`src/rtl/seg7_scan_ctrl_pkg.sv`:
```
// Shared types and constants for the 7-segment scan controller.
package seg7_scan_ctrl_pkg;

  typedef enum logic {
    ST_BLANK = 1'b0,
    ST_ON    = 1'b1
  } scan_state_e;

  localparam logic [7:0] SEG_OFF = 8'hFF;

  // Active-high a..g,dp patterns; index = hex nibble (entry 0 is the LSB slot).
  localparam logic [15:0][7:0] HEX_PAT = {
    8'h8E, 8'h9E, 8'h7A, 8'h9C, 8'h3E, 8'hEE, 8'hF6, 8'hFE,
    8'hE0, 8'hBE, 8'hB6, 8'h66, 8'hF2, 8'hDA, 8'h60, 8'hFC
  };

endpackage

```
`src/rtl/seg7_scan_ctrl_if.sv`:
```
// Write port of the scan controller: image update strobe, data and pending flag.
interface seg7_scan_ctrl_if #(
  parameter int unsigned DIGITS = 8
);
  logic                  wr_en;
  logic [4*DIGITS-1:0]   wr_data;
  logic [DIGITS-1:0]     wr_dp;
  logic [DIGITS-1:0]     wr_blank;
  logic                  upd_pend;

  modport master (output wr_en, wr_data, wr_dp, wr_blank, input  upd_pend);
  modport slave  (input  wr_en, wr_data, wr_dp, wr_blank, output upd_pend);
endinterface

```
`src/rtl/seg7_scan_ctrl_hex_decode.sv`:
```
// Combinational hex nibble + dp to active-low segment pattern.
module seg7_hex_decode
  import seg7_scan_ctrl_pkg::*;
(
  input  logic [3:0] nibble_i,
  input  logic       dp_i,
  output logic [7:0] seg_o
);
  assign seg_o = ~(HEX_PAT[nibble_i] | {7'b0, dp_i});
endmodule

```
`src/rtl/seg7_scan_ctrl.sv`:
```
// Multiplexed 7-segment scan controller with double-buffered image and
// a dark interval at the start of every digit slot.
module seg7_scan_ctrl
  import seg7_scan_ctrl_pkg::*;
#(
  parameter int unsigned DIGITS    = 8,
  parameter int unsigned SCAN_DIV  = 1000,
  parameter int unsigned BLANK_CYC = 16
) (
  input  logic              clk_i,
  input  logic              rst_i,
  seg7_scan_ctrl_if.slave   wr_if,
  output logic              frame_done_o,
  output logic [DIGITS-1:0] sel_o,
  output logic [7:0]        seg_o
);
  localparam int unsigned DW = (DIGITS > 1)   ? $clog2(DIGITS)   : 1;
  localparam int unsigned TW = (SCAN_DIV > 1) ? $clog2(SCAN_DIV) : 1;

  scan_state_e                state_q, state_d;
  logic [TW-1:0]              timer_q, timer_d;
  logic [DW-1:0]              digit_q, digit_d;
  logic [DIGITS-1:0][3:0]     act_data_q, act_data_d, shd_data_q, shd_data_d;
  logic [DIGITS-1:0]          act_dp_q, act_dp_d, shd_dp_q, shd_dp_d;
  logic [DIGITS-1:0]          act_blank_q, act_blank_d, shd_blank_q, shd_blank_d;
  logic                       pend_q, pend_d;
  logic                       fd_q, fd_d;
  logic [DIGITS-1:0]          sel_q, sel_d;
  logic [7:0]                 seg_q, seg_d;
  logic [7:0]                 dec_seg;
  logic                       slot_end, boundary;

  seg7_hex_decode u_dec (
    .nibble_i (act_data_q[digit_q]),
    .dp_i     (act_dp_q[digit_q]),
    .seg_o    (dec_seg)
  );

  always_ff @(posedge clk_i or posedge rst_i) begin
    if (rst_i) begin
      state_q     <= ST_BLANK;
      timer_q     <= '0;
      digit_q     <= '0;
      act_data_q  <= '0;
      act_dp_q    <= '0;
      act_blank_q <= '0;
      shd_data_q  <= '0;
      shd_dp_q    <= '0;
      shd_blank_q <= '0;
      pend_q      <= 1'b0;
      fd_q        <= 1'b0;
      sel_q       <= '0;
      seg_q       <= SEG_OFF;
    end else begin
      state_q     <= state_d;
      timer_q     <= timer_d;
      digit_q     <= digit_d;
      act_data_q  <= act_data_d;
      act_dp_q    <= act_dp_d;
      act_blank_q <= act_blank_d;
      shd_data_q  <= shd_data_d;
      shd_dp_q    <= shd_dp_d;
      shd_blank_q <= shd_blank_d;
      pend_q      <= pend_d;
      fd_q        <= fd_d;
      sel_q       <= sel_d;
      seg_q       <= seg_d;
    end
  end

  always_comb begin
    state_d     = state_q;
    timer_d     = timer_q;
    digit_d     = digit_q;
    act_data_d  = act_data_q;
    act_dp_d    = act_dp_q;
    act_blank_d = act_blank_q;
    shd_data_d  = shd_data_q;
    shd_dp_d    = shd_dp_q;
    shd_blank_d = shd_blank_q;
    pend_d      = pend_q;
    sel_d       = '0;
    seg_d       = SEG_OFF;

    slot_end = (state_q == ST_ON) && (timer_q == TW'(SCAN_DIV - 1));
    boundary = slot_end && (digit_q == DW'(DIGITS - 1));
    fd_d     = boundary;

    case (state_q)
      ST_BLANK: begin
        timer_d = timer_q + 1'b1;
        if (timer_q == TW'(BLANK_CYC - 1)) state_d = ST_ON;
      end
      ST_ON: begin
        if (slot_end) begin
          timer_d = '0;
          state_d = ST_BLANK;
          digit_d = boundary ? '0 : digit_q + 1'b1;
        end else begin
          timer_d = timer_q + 1'b1;
        end
      end
      default: state_d = ST_BLANK;
    endcase

    // A write landing on the frame boundary bypasses the shadow and
    // supersedes whatever was pending.
    if (wr_if.wr_en) begin
      shd_data_d  = wr_if.wr_data;
      shd_dp_d    = wr_if.wr_dp;
      shd_blank_d = wr_if.wr_blank;
      if (boundary) begin
        act_data_d  = wr_if.wr_data;
        act_dp_d    = wr_if.wr_dp;
        act_blank_d = wr_if.wr_blank;
        pend_d      = 1'b0;
      end else begin
        pend_d      = 1'b1;
      end
    end else if (boundary && pend_q) begin
      act_data_d  = shd_data_q;
      act_dp_d    = shd_dp_q;
      act_blank_d = shd_blank_q;
      pend_d      = 1'b0;
    end

    // Digit only changes on entry to BLANK, so digit_q is valid for any ON cycle.
    if (state_d == ST_ON) begin
      sel_d = DIGITS'(1) << digit_q;
      seg_d = act_blank_q[digit_q] ? SEG_OFF : dec_seg;
    end
  end

  assign wr_if.upd_pend = pend_q;
  assign frame_done_o   = fd_q;
  assign sel_o          = sel_q;
  assign seg_o          = seg_q;

endmodule

```
`src/flat_wrapper.sv`:
```
// flat-port wrapper written by rule: the top's interface ports become plain ports
module seg7_scan_ctrl_flat import seg7_scan_ctrl_pkg::*;
#(
  parameter int unsigned DIGITS    = 8,
  parameter int unsigned SCAN_DIV  = 1000,
  parameter int unsigned BLANK_CYC = 16
)
  (clk_i, rst_i, frame_done_o, sel_o, seg_o, wr_if_wr_en, wr_if_wr_data, wr_if_wr_dp, wr_if_wr_blank, wr_if_upd_pend);
  seg7_scan_ctrl_if #(.DIGITS(DIGITS)) wr_if_i ();
  input  logic clk_i;
  input  logic rst_i;
  output logic frame_done_o;
  output logic [DIGITS-1:0] sel_o;
  output logic [7:0] seg_o;
  input wire logic [$bits(wr_if_i.wr_en)-1:0] wr_if_wr_en;
  input wire logic [$bits(wr_if_i.wr_data)-1:0] wr_if_wr_data;
  input wire logic [$bits(wr_if_i.wr_dp)-1:0] wr_if_wr_dp;
  input wire logic [$bits(wr_if_i.wr_blank)-1:0] wr_if_wr_blank;
  output wire logic [$bits(wr_if_i.upd_pend)-1:0] wr_if_upd_pend;
  assign wr_if_i.wr_en = wr_if_wr_en;
  assign wr_if_i.wr_data = wr_if_wr_data;
  assign wr_if_i.wr_dp = wr_if_wr_dp;
  assign wr_if_i.wr_blank = wr_if_wr_blank;
  assign wr_if_upd_pend = wr_if_i.upd_pend;
  seg7_scan_ctrl #(.DIGITS(DIGITS), .SCAN_DIV(SCAN_DIV), .BLANK_CYC(BLANK_CYC)) u_core (.clk_i(clk_i), .rst_i(rst_i), .wr_if(wr_if_i), .frame_done_o(frame_done_o), .sel_o(sel_o), .seg_o(seg_o));
endmodule
```
`config.mk`:
```
export PLATFORM = sky130hd
export DESIGN_NAME = seg7_scan_ctrl_flat
export DESIGN_NICKNAME = d
export VERILOG_FILES = /design/src/rtl/seg7_scan_ctrl_pkg.sv /design/src/rtl/seg7_scan_ctrl_if.sv /design/src/rtl/seg7_scan_ctrl_hex_decode.sv /design/src/rtl/seg7_scan_ctrl.sv /design/src/flat_wrapper.sv
export SDC_FILE = /design/constraint.sdc
export NUM_CORES = 1
export LEC_CHECK = 0
export BUFFER_PORTS_ARGS = -buffer_cell sky130_fd_sc_hd__buf_4
export CORE_MARGIN = 2
export CORE_UTILIZATION = 52
export DETAILED_ROUTE_END_ITERATION = 8
export HOLD_SLACK_MARGIN = 0.02
export PLACE_DENSITY = 0.76
export RECOVER_POWER = 50
export SETUP_SLACK_MARGIN = 0.2
export SLEW_MARGIN = 40
export SYNTH_ARGS = -nofsm -noshare
export SYNTH_HDL_FRONTEND = slang
export SYNTH_SLANG_ARGS = --single-unit
```
`constraint.sdc`:
```
create_clock -name clk_i -period 3.41 [get_ports clk_i]
set_clock_uncertainty 0.05 [all_clocks]
set_input_delay 0.1705 -clock clk_i [delete_from_list [all_inputs] [get_ports clk_i]]
set_output_delay 0.1705 -clock clk_i [all_outputs]
set_load 0.005 [all_outputs]
```
Word level (Yosys, flattened, before mapping)
Memories as Yosys holds them, arrays and structs flattened.
Cells that the tools add are included.
- mux-type cells: 28
- equality and inequality tests: 4
- magnitude comparators: 2
- reduce and logical (&&, ||, !) cells: 6
- shifts and indexed selects: 1
- add/sub/neg operators: 2
- bitwise operators: 3
- operators by type and width (cell ; count):
    32-bit two-way mux ; 3
    8-bit two-way mux ; 10
    10-bit case mux with 2 select lines ; 1
    4-bit binary-select mux with 3-bit select ; 1
    10-bit by 1-bit adder with 10-bit output, second input constant ; 1
    10-bit == test, second input constant ; 1
    10-bit by 4-bit == test with 1-bit output, second input constant ; 1
    10-bit two-way mux ; 1
    8-bit NOT ; 1
    8-bit by 1-bit OR with 8-bit output ; 1
    1-bit by 3-bit << shifter with 8-bit output, first input constant ; 1
    1-bit two-way mux ; 7
    1-bit binary-select mux with 3-bit select ; 2
    4-bit by 5-bit less-than comparator with 1-bit output, second input constant ; 1
    3-bit by 4-bit less-than comparator with 1-bit output, second input constant ; 1
    4-bit two-way mux ; 1
    2-bit AND reduction ; 2
    3-bit by 1-bit adder with 3-bit output, second input constant ; 1
    3-bit == test, second input constant ; 1
    1-bit logical AND ; 3
    3-bit two-way mux ; 1
    2-bit by 1-bit inequality test with 1-bit output, second input constant ; 1
    1-bit case mux with 2 select lines ; 1
    2-bit nonzero test ; 1
    1-bit NOT ; 1
- output and inout port bits: 18
- memories: 1
- ROM bits: 128
- flip-flop bits (word level): 128
- word-level logic and storage cells: 74
- input bits: 51
- memory list (memory ; words ; width ; rd ports ; clocked after Yosys merged registers in ; write ports ; RTL line ; RTL):
    (name not given) ; 16 ; 8 ; 1 ; 0 ; 0 ; seg7_scan_ctrl_hex_decode.sv:9 ; assign seg_o = ~(HEX_PAT[nibble_i] | {7'b0, dp_i});

Longest topological paths before layout
Gate-level depths: netlist of run 1.
- word-level depth: 8
- gate-level depth with buffers: 10
- mapped depth without buffers: 8

Cells and area by module
Synthesis of run 1 repeated with hierarchy kept, for this count alone.
- cell total of the unflattened synthesis: 387
- area total of the unflattened synthesis: 5615.4 µm²
- by module, submodules not included (module ; area each (µm²) ; cells an instance ; instances ; seq. area each (µm²)):
    seg7_scan_ctrl ; 5360.1 ; 355 ; 1 ; 3213.1
    seg7_hex_decode ; 255.2 ; 32 ; 1 ; 0.0

Least setup slack after synthesis of run 1
OpenSTA, ideal clock, no wires.
- kind: reg2reg
- from: reg u_core.digit_q[0]
- to: reg u_core.seg_q[1] (netlist: u_core.seg_o[1])
- required time: 3271 ps
- slack: 1013 ps
- arrival time: 2258 ps
- clock period less this slack: 2397 ps
- path buffers: 2
- cell stages (with the launch flop): 10
- library setup time: 89 ps
- cells stage by stage: dfrtp_1 buf_2 buf_6 mux4_2 mux2i_1 inv_1 ha_1 mux2_2 nand2_1 o211ai_1
- word-level cells in the longest chain between the ends: 8
- elaborated cells on any way between the ends: 10
- classes of those cells: 7 x mux; 2 x bitwise; 1 x memory
- ends and longest elaborated chain (item ; RTL line ; RTL):
    start, declared ; seg7_scan_ctrl.sv:22 ; logic [DW-1:0] digit_q, digit_d;
    start signal, assigned ; seg7_scan_ctrl.sv:57 ; digit_q <= digit_d;
    4-bit binary-select mux with 3-bit select ; seg7_scan_ctrl.sv:34 ; .nibble_i (act_data_q[digit_q]),
    4-bit two-way mux (not written as such) ; seg7_scan_ctrl.sv:34 ;
    memory 16 x 8 bit ; - ;
    8-bit two-way mux (not written as such) ; seg7_scan_ctrl_hex_decode.sv:9 ;
    8-bit by 1-bit OR with 8-bit output ; seg7_scan_ctrl_hex_decode.sv:9 ;
    8-bit NOT ; seg7_scan_ctrl_hex_decode.sv:9 ;
    8-bit two-way mux * ; seg7_scan_ctrl.sv:130 ; seg_d = act_blank_q[digit_q] ? SEG_OFF : dec_seg;
    8-bit two-way mux * ; seg7_scan_ctrl.sv:128 ; if (state_d == ST_ON) begin
    net u_core.seg_d[1] ; seg7_scan_ctrl.sv:29 ; logic [7:0] seg_q, seg_d;
    end signal, assigned ; seg7_scan_ctrl.sv:67 ; seg_q <= seg_d;
    end, declared ; seg7_scan_ctrl.sv:29 ;
The timed path passes the listed nets; every way through them passes the cells marked *. The select of a mux whose other input is x is not followed.
A chain may end at the register's enable or synchronous reset.

Final worst setup path of run 1
Ends and elaborated chain as after synthesis.

==> out/results.tsv, run 1 <==
metric	value	unit
Post-synth EDFFs	0	
GPL Wtd Cong	0.880	
peak supply drop	274	uV
Worst-Skew Late Latency	520	ps
Buf/Inv on CP	1	
first-pass GRT wire length	18.3	mm
clock buffer depth	2	
Critical Path RT	3780	ps
Tmin final	2840	ps
initial antenna violation count	0	
largest net degree at the start of global routing	129	
Synth Instances	366	
yosys warns	0	
vias in the first global route	3581	
Initial Util	53.8	%
DRC Markers	0	
worst slew pin tran	1680	ps
Flop pwr share	44.1	%
core area	0.0103	mm^2
Seq/Total Area, Yosys	57.9	%
synthesized area	0.00555	mm^2
Die Wd	107	um
static leakage	3.35	nW
commonest cells after routing, fill and taps aside	120 x dfrtp_1, 80 x mux2_2, 63 x buf_4	
Clock power frac	49.9	%
Final ANT Viol Nets	0	
Max-Cap Viols	1	
Met3 Wirelength	498	um
TritonRoute pass-1 iters	4	
clock sink count	128	
Final HPWL DP	6.41	mm
max incr delay on CP	780	ps
CP endpoint kind	flip-flop	
CP Launch Type	flip-flop	
switching share of total power	21.3	%
highest routed layer	met4	
violated checks	capacitance limit, slew limit	
Rows	37	
vias	3390	
most common cell after layout, fill and taps aside	dfrtp_1	
Worst path top cell family by delay	multiplexers	
fmax	352	MHz
Synth cell types	40	
Root Buffer	clkbuf_8	
Yosys reg bits	128	
Post-Place Setup Slack	614	ps
Avg WL per Cell	17.2	um
chip height	107	um
Period Utilization, post-route	83.3	%
I/O Buffers	68	
crit path DAT	3210	ps
Avg Synthesized Cell Area	15.2	um^2
Max-slew headroom	-11.9	%
RSZ-0062 raised after global routing	false	
critical path's slowest cell	dfrtp_1	
IO Pins	69	
setup TNS	0	ps
internal power	2.84	mW
final net count	555	
DRT met1 WL	4.72	mm
combinational share of power	6.1	%
total routed wirelength	11.0	mm
# H-tree levels	4	
area grow syn2layout	30.5	%
main flop type after synthesis	dfrtp_1	
CTS Buf Count	17	
grt ovf	0	
# setup viols final	0	
post-DR vias/cell	5.30	
Post-CTS Repair Setup Buffers	0	
critical path, cell by cell	buf_4, mux4_2, mux2i_2, mux2_2, nand2_1, o211ai_1	
Fin. Hold Viols	0	
Pins Over Slew Limit	129	
routed wl met2	5.46	mm
GRT Overall Usage	21.1	%
Async SR Flop Fraction	100	%
share of cells above drive strength 1	45.2	%
Syn Nets	430	
CP max FO	13	
Inserted Diodes	0	
die area	0.0115	mm^2
status	complete, but fails checks	
PD cells	498	mW/mm^2
CTS tree	built	
setup ws final	570	ps
Setup Crit Path Kind	reg2reg	
initial DRC count	184	
NetSw	770	uW
Clk pin slew, worst setup/hold paths	60	ps
Hold/Removal Path Class	in2reg	
## worst min-delay path: cells and delay by family
family	cells	cell delay (ps)
buffers and inverters	2	610
multiplexers	1	140
## logic make-up (layout without fill, tap and decap cells)
family | Yosys count | count (layout) | share of synthesized area (%)
adder cells (fa/ha/maj) | 13 | 13 | 2.93
multiplexers | 116 | 116 | 27.3
flip-flops | 128 | 128 | 57.9
buffers and inverters | 25 | 163 | 2.93
XOR/XNOR | 7 | 7 | 1.10
AO/OA/AOI/OAI | 18 | 18 | 2.30
AND/OR/NAND/NOR | 59 | 59 | 5.57
## metrics by stage
step                      hold WS, ps  cells  instance area [um^2]  util [%]  total power, mW
after floorplan                   272    366                  5560         -             1.71
after global placement            373    558                  6170      59.7             1.79
after detailed placement          374    558                  6170      59.7             1.79
after CTS                         378    640                  7260      70.4             3.63
after global routing              400    640                  7250      70.2             3.73
final                             389    640                  7250      70.2             3.61
## final cells by class
class | count | area, um^2
clock inverters | 12 | 161
fillers | 669 | 3080
repair buffers | 123 | 1060
flip-flops and latches | 128 | 3210
inverters | 8 | 33.8
clock buffers | 20 | 435
well taps | 136 | 170
multi-input cells | 213 | 2180
## state kept, by name, summed over array words and instances (netlist names)
signal	count
u_core.digit_q	3
u_core.act_dp_q	8
u_core.shd_dp_q	8
u_core.state_q	1
u_core.act_blank_q	8
u_core.frame_done_o	1
u_core.act_data_q	32
u_core.shd_data_q	32
u_core.sel_o	8
u_core.shd_blank_q	8
u_core.timer_q	10
u_core.wr_if.upd_pend	1
u_core.seg_o	8
## power groups by stage
stage	sequential [mW]	combinational [mW]	clock [mW]
after floorplan	1.61	0.102	0
after global placement	1.61	0.172	0
after detailed placement	1.62	0.175	0
after CTS	1.59	0.222	1.82
after global routing	1.59	0.240	1.90
final	1.59	0.219	1.80
## cells in the mapped netlist, types with 3 or more instances
library cell / count / area (um^2)
buf_4: 3 / 22.5
mux2i_1: 3 / 30.0
and3_1: 8 / 50.1
buf_2: 5 / 25.0
ha_1: 13 / 163
dfstp_2: 8 / 210
buf_1: 4 / 15.0
mux4_2: 12 / 270
xor2_1: 6 / 52.6
inv_1: 6 / 22.5
nor2_1: 14 / 52.6
and2_1: 3 / 18.8
nand2_1: 17 / 63.8
nand3_1: 6 / 30.0
mux2_2: 80 / 901
dfrtp_1: 120 / 3000
o211ai_1: 5 / 37.5
mux2_4: 20 / 300
o21ai_0: 5 / 25.0
## layer usage
metal	up-vias	global-route usage (%)
met3	27	5.02
met2	98	33.9
met5	-	0
li1	1559	-
met1	1706	27.2
met4	0	10.1
## timing repair
action | CTS | global route
hold buffers | 50 | 0
hold endpoints to repair | 217 | 0
resized for setup | 0 | 0
## worst paths after layout
kind | startpoint | slack, ps | depth (start not counted) | to
worst max-delay path | u_core.digit_q[0] | 570 | 6 | u_core.seg_o[1]
worst min register to register | u_core.shd_data_q[31] | 450 | 1 | u_core.shd_data_q[31]
worst min-delay path | wr_if_wr_data[13] | 390 | 3 | u_core.shd_data_q[13]
min in group asynchronous | rst_i | 740 | 4 | u_core.act_data_q[22]
max in group asynchronous | rst_i | 1480 | 4 | u_core.timer_q[9]
worst max register to register | u_core.digit_q[0] | 570 | 6 | u_core.seg_o[1]
Power figures use the tool's default switching activity.
==> inputs of run 2 (changes only) <==
--- a/config.mk
+++ b/config.mk
@@ -7,10 +7,10 @@
 export LEC_CHECK = 0
 export BUFFER_PORTS_ARGS = -buffer_cell sky130_fd_sc_hd__buf_4
 export CORE_MARGIN = 2
-export CORE_UTILIZATION = 52
+export CORE_UTILIZATION = 58
 export DETAILED_ROUTE_END_ITERATION = 8
 export HOLD_SLACK_MARGIN = 0.02
-export PLACE_DENSITY = 0.76
+export PLACE_DENSITY = 0.8
 export RECOVER_POWER = 50
 export SETUP_SLACK_MARGIN = 0.2
 export SLEW_MARGIN = 40
==> constraint.sdc (replaced) <==
create_clock -name clk_i -period 2.9 [get_ports clk_i]
set_clock_uncertainty 0.05 [all_clocks]
set_input_delay 0.145 -clock clk_i [delete_from_list [all_inputs] [get_ports clk_i]]
set_output_delay 0.145 -clock clk_i [all_outputs]
set_load 0.005 [all_outputs]
==> run 2 against run 1 <==
  * The flow still finishes with violations (capacitance limit, slew limit)
  * Critical path depth increased by 2
  * Maximum frequency rose by 15%
  * Global-route usage grew 3.9 points
  * Die area is 10% lower
  * Setup slack worse by 130 ps
  * Register-to-register slack got worse by 130 ps
  * Combinational power grew 26%
  * Critical endpoint unchanged
==> out/results.tsv, run 2 (same netlist as run 1, synthesis figures left out) <==
metric	value	unit	change
status	complete, but fails checks		
violated checks	capacitance limit, slew limit		
commonest cells after routing, fill and taps aside	120 x dfrtp_1, 79 x mux2_2, 63 x buf_4		
vias in the first global route	3807		+6.3%
Tmin final	2460	ps	-377 ps
CP Launch Type	flip-flop		
RSZ-0062 raised after global routing	false		
PD cells	591	mW/mm^2	+19%
TritonRoute pass-1 iters	4		unchanged
chip height	102	um	-5.1%
I/O Buffers	68		unchanged
PnR Total Power	4.34	mW	+20%
core area	0.00928	mm^2	-10%
Final ANT Viol Nets	0		unchanged
vias	3469		+2.3%
Non-Filler Instances	643		+0.47%
Avg WL per Cell	18.1	um	+4.8%
largest net degree at the start of global routing	129		unchanged
first-pass GRT wire length	19.4	mm	+6.3%
Hold/Removal Path Class	in2reg		
setup TNS	0	ps	unchanged
DRC Markers	0		unchanged
fillers	517		-23%
Setup Crit Path Kind	reg2reg		
peak supply drop	395	uV	+44%
clock sink count	128		unchanged
static leakage	3.41	nW	+1.6%
Clk pin slew, worst setup/hold paths	70	ps	about the same
Die Wd	102	um	-5.1%
total routed wirelength	11.6	mm	+5.3%
CTS tree	built		
Post-CTS Repair Setup Buffers	0		unchanged
GRT Overall Usage	25.0	%	+3.9 points
top flop regs	u_core.act_data_q x32, u_core.shd_data_q x32, u_core.timer_q x10		
# H-tree levels	4		unchanged
post-DR vias/cell	5.40		+1.9%
share of cells above drive strength 1	44.4	%	-0.88 points
Worst-Skew Late Latency	520	ps	about the same
CTS Buf Count	17		unchanged
CP endpoint kind	flip-flop		
initial antenna violation count	0		unchanged
Pins Over Slew Limit	129		unchanged
IO Pins	69		unchanged
clock buffer depth	2		unchanged
Max-slew headroom	-12.2	%	-0.31 points
Period Utilization, post-route	84.9	%	+1.6 points
worst slew pin tran	1680	ps	+4.68 ps
Root Buffer	clkbuf_8		
fmax	406	MHz	+15%
Critical Path RT	3270	ps	-510 ps
final net count	565		+1.8%
Rows	35		-5.4%
Max-Cap Viols	1		unchanged
area grow syn2layout	32.4	%	
die area	0.0104	mm^2	-10%
crit path DAT	2830	ps	-380 ps
initial DRC count	148		-20%
Util after Layout	79.2	%	+9.0 points
Final HPWL DP	6.48	mm	+1.1%
# setup viols final	0		unchanged
grt ovf	0		unchanged
dpl cells	552		-1.1%
most common cell after layout, fill and taps aside	dfrtp_1		
CP max FO	16		+3
Inserted Diodes	0		unchanged
Fin. Hold Viols	0		unchanged
Initial Util	59.8	%	+6.0 points
GPL Wtd Cong	0.791		-10%
## run 2: power by group
| part | leakage (nW) | internal, mW | switching, mW |
|---|---|---|---|
| combinational | 1.50 | 0.164 | 0.113 |
| clock | 0.288 | 1.40 | 0.796 |
| sequential | 1.62 | 1.85 | 0.0186 |
## run 2: cell type report
class	count	area [um^2]	share of cell area, %
multi-input cells	213	2180	29.6
flip-flops and latches	128	3210	43.7
clock buffers	19	422	5.74
clock inverters	13	188	2.55
inverters	8	33.8	0.459
repair buffers	133	1150	15.7
well taps	129	161	2.20
## run 2: worst max-delay path, stage by stage (launching register included)
cell,delay (ps)
dfrtp_1,340
buf_6,230
mux4_2,540
mux2i_2,310
inv_1,170
ha_1,260
mux2_2,280
nand2_1,80
o211ai_1,100
## run 2: layer usage
| layer | vias up | GRT usage, % | wire (um) |
|---|---|---|---|
| met2 | 98 | 41.2 | 5840 |
| met4 | 0 | 9.44 | 282 |
| met1 | 1765 | 32.7 | 5000 |
| met3 | 27 | 5.75 | 496 |
| met5 | - | 0 | 0 |
| li1 | 1579 | - | - |
## run 2: final timing paths
kind / slack, ps / depth (start not counted) / end / start
max: 440 / 8 / u_core.seg_o[1] / u_core.digit_q[0]
min in group asynchronous: 750 / 4 / u_core.act_data_q[1] / rst_i
max reg2reg: 440 / 8 / u_core.seg_o[1] / u_core.digit_q[0]
min: 370 / 3 / u_core.shd_blank_q[1] / wr_if_wr_blank[1]
max in group asynchronous: 1000 / 4 / u_core.act_data_q[7] / rst_i
min reg2reg: 440 / 1 / u_core.shd_data_q[24] / u_core.shd_data_q[24]
## run 2: per-stage QoR
step | hold slack (ps) | cell area (um^2) | setup WS, ps
6_report | 372 | 7350 | 438
5_1_grt | 373 | 7350 | 247
4_1_cts | 360 | 7360 | 356
3_5_place_dp | 350 | 6160 | 391
3_3_place_gp | 344 | 6160 | 492
2_1_floorplan | 247 | 5560 | 503
## run 2: repair_timing
action                                 CTS  global route
hold buffers                            59             0
resized for setup                        0             2
setup endpoints to repair                0             4
endpoints found under the hold margin  217             0
==> inputs of run 3 (changes only) <==
--- a/config.mk
+++ b/config.mk
@@ -7,10 +7,10 @@
 export LEC_CHECK = 0
 export BUFFER_PORTS_ARGS = -buffer_cell sky130_fd_sc_hd__buf_4
 export CORE_MARGIN = 2
-export CORE_UTILIZATION = 58
+export CORE_UTILIZATION = 52
 export DETAILED_ROUTE_END_ITERATION = 8
 export HOLD_SLACK_MARGIN = 0.02
-export PLACE_DENSITY = 0.8
+export PLACE_DENSITY = 0.76
 export RECOVER_POWER = 50
 export SETUP_SLACK_MARGIN = 0.2
 export SLEW_MARGIN = 40
==> constraint.sdc (replaced) <==
create_clock -name clk_i -period 2 [get_ports clk_i]
set_clock_uncertainty 0.05 [all_clocks]
set_input_delay 0.1 -clock clk_i [delete_from_list [all_inputs] [get_ports clk_i]]
set_output_delay 0.1 -clock clk_i [all_outputs]
set_load 0.005 [all_outputs]
==> run 3 against run 2 <==
  * The flow finishes with violations (setup timing)
  * Non-clock buffer count increased by 50
  * Via count increased by 9.5%
  * Power increased by 44%
  * Sequential cell count unchanged
  * Critical path depth increased by 1
  * Count of clock-buffer cells in the layout unchanged
  * Wire length increased by 27%
  * Critical path type unchanged
  * Largest cell class unchanged
  * Largest power group unchanged
==> out/results.tsv, run 3 (same netlist as run 1, synthesis figures left out) <==
metric	value	unit	change
status	complete, but fails checks		
violated checks	setup timing		
Seq. cell area	0.00322	mm^2	about the same
Worst path top cell family by delay	simple AND/OR/NAND/NOR gates		
peak supply drop	607	uV	+54%
Final HPWL DP	7.45	mm	+15%
Tmin final	2210	ps	-248 ps
Critical Path RT	2360	ps	-910 ps
clock sink count	128		unchanged
combinational share of power	6.2	%	-0.2 points
# H-tree levels	4		unchanged
combined area of the multi-input logic cells	0.00243	mm^2	+11%
crit path DAT	2580	ps	-250 ps
CTS tree	built		
Root Buffer	clkbuf_8		
Rows	37		+5.7%
first-pass GRT wire length	21.5	mm	+11%
final net count	615		+8.8%
fmax	452	MHz	+11%
static leakage	3.77	nW	+11%
largest net degree at the start of global routing	58		-55%
core area	0.0103	mm^2	+11%
Setup Crit Path Kind	reg2reg		
initial DRC count	233		+57%
total routed wirelength	14.8	mm	+27%
CP endpoint kind	flip-flop		
FF-to-FF setup slack	-210	ps	-650 ps
clock buffer depth	2		unchanged
CP Launch Type	flip-flop		
Avg WL per Cell	21.1	um	+17%
Max-Cap Viols	0		-1
share of cells above drive strength 1	56.1	%	+12 points
die area	0.0115	mm^2	+11%
worst slew pin tran	1130	ps	-558 ps
switching share of total power	22.3	%	+0.96 points
most common cell after layout, fill and taps aside	dfrtp_1		
Clock power frac	50.5	%	about the same
CP max FO	7		-9
Util after Layout	79.5	%	+0.35 points
Pins Over Slew Limit	0		-100%
top flop regs	u_core.act_data_q x32, u_core.shd_data_q x32, u_core.timer_q x10		
Period Utilization, post-route	111	%	+26 points
Flop pwr share	43.3	%	+0.2 points
Clk pin slew, worst setup/hold paths	60	ps	about the same
grt ovf	0		unchanged
max incr delay on CP	360	ps	-180 ps
Design Area, Final	0.00821	mm^2	+12%
critical path's slowest cell	dfrtp_1		
vias in the first global route	3932		+3.3%
critical path, cell by cell	ha_2, and3b_2, nand3_2, nor3_4, and3b_4, buf_12, buf_6, buf_8, mux2_4		
area grow syn2layout	47.9	%	
TritonRoute pass-1 iters	6		+2
Buf/Inv on CP	3		+1
initial antenna violation count	0		unchanged
setup ws final	-215	ps	-652 ps
DRC Markers	0		unchanged
Inserted Diodes	0		unchanged
Hold/Removal Path Class	in2async		
placed inst area	0.00657	mm^2	+6.6%
NetSw	1.40	mW	+51%
Initial Util	53.8	%	-6.0 points
Max-slew headroom	24.6	%	+37 points
# setup viols final	55		+55
CTS Buf Count	17		unchanged
post-DR vias/cell	5.43		+0.74%
IO Pins	69		unchanged
RSZ-0062 raised after global routing	true		
I/O Buffers	68		unchanged
chip height	107	um	+5.4%
commonest cells after routing, fill and taps aside	118 x dfrtp_1, 101 x buf_4, 51 x mux2_4		
Final ANT Viol Nets	0		unchanged
critical path depth in cells	9		+1
R2R cell count	9		+1
GRT Overall Usage	25.7	%	+0.75 points
Fin. Hold Viols	0		unchanged
internal power	4.88	mW	+43%
vias	3799		+9.5%
PD cells	764	mW/mm^2	+29%
Die Wd	107	um	+5.4%
fillers	512		-0.97%
Worst-Skew Late Latency	540	ps	+20 ps
GPL Wtd Cong	0.867		+9.5%
[run 3: changes by cell type in the layout (fill, tap and decap cells not counted), moves of 6 or more]
cell           change
dlygate4sd3_1      -9
ha_1               -6
and3_4             +7
mux2_2            -30
mux2_4            +31
and3_1             -7
buf_16             +6
buf_4             +38
buf_6             +14
[run 3: per-stage QoR]
stage	worst slack, ps	instances	TNS, ps	total power [mW]	hold WS, ps
2_1_floorplan	-172	366	-2400	2.93	202
3_3_place_gp	-82.3	590	-1570	3.06	154
3_5_place_dp	-179	590	-3940	3.07	145
4_1_cts	-152	689	-4140	6.26	142
5_1_grt	-259	699	-13270	6.47	311
6_report	-215	699	-8970	6.28	291
[run 3: power groups by stage]
stage	Sequential, mW	Combinational [mW]	Clock (mW)
final	2.72	0.388	3.17
after global routing	2.72	0.423	3.32
after CTS	2.71	0.392	3.16
after detailed placement	2.76	0.310	0
after global placement	2.75	0.303	0
after floorplan	2.75	0.178	0
[run 3: timing repair]
action / CTS / global route
pin swaps: 6 / 5
setup endpoints to repair: 56 / 65
buffers inserted: 12 / 9
gates resized for setup: 32 / 26
hold buffers: 50 / 0
gates cloned: 6 / 1
endpoints found under the hold margin: 161 / 0
[run 3: layout make-up]
cell class	count	area share, %
multi-input cells	213	29.5
clock inverters	12	1.94
clock buffers	19	5.38
inverters	8	0.411
repair buffers	183	21.5
flip-flops and latches	128	39.2
well taps	136	2.07
[run 3: worst reg2reg max path, stage by stage (launching register included)]
cell,delay [ps]
dfrtp_1,360
ha_2,190
and3b_2,220
nand3_2,110
nor3_4,160
and3b_4,310
buf_12,140
buf_6,100
buf_8,130
mux2_4,310
[run 3: final timing paths]
path | start | to
max | u_core.timer_q[1] | u_core.act_data_q[16]
min reg2reg | u_core.shd_data_q[11] | u_core.shd_data_q[11]
min in group clk_i | wr_if_wr_data[25] | u_core.shd_data_q[25]
max in group asynchronous | rst_i | u_core.act_data_q[7]
max reg2reg | u_core.timer_q[1] | u_core.act_data_q[16]
min | rst_i | u_core.act_blank_q[3]
[run 3: routing by layer]
| metal | vias to the layer above | global-route usage [%] | part of all wire [%] |
|---|---|---|---|
| met3 | 49 | 5.39 | 4.3 |
| li1 | 1677 | - | - |
| met4 | 0 | 12.2 | 4.3 |
| met2 | 154 | 42.7 | 50 |
| met1 | 1919 | 32.4 | 42 |
| met5 | - | 0 | 0 |
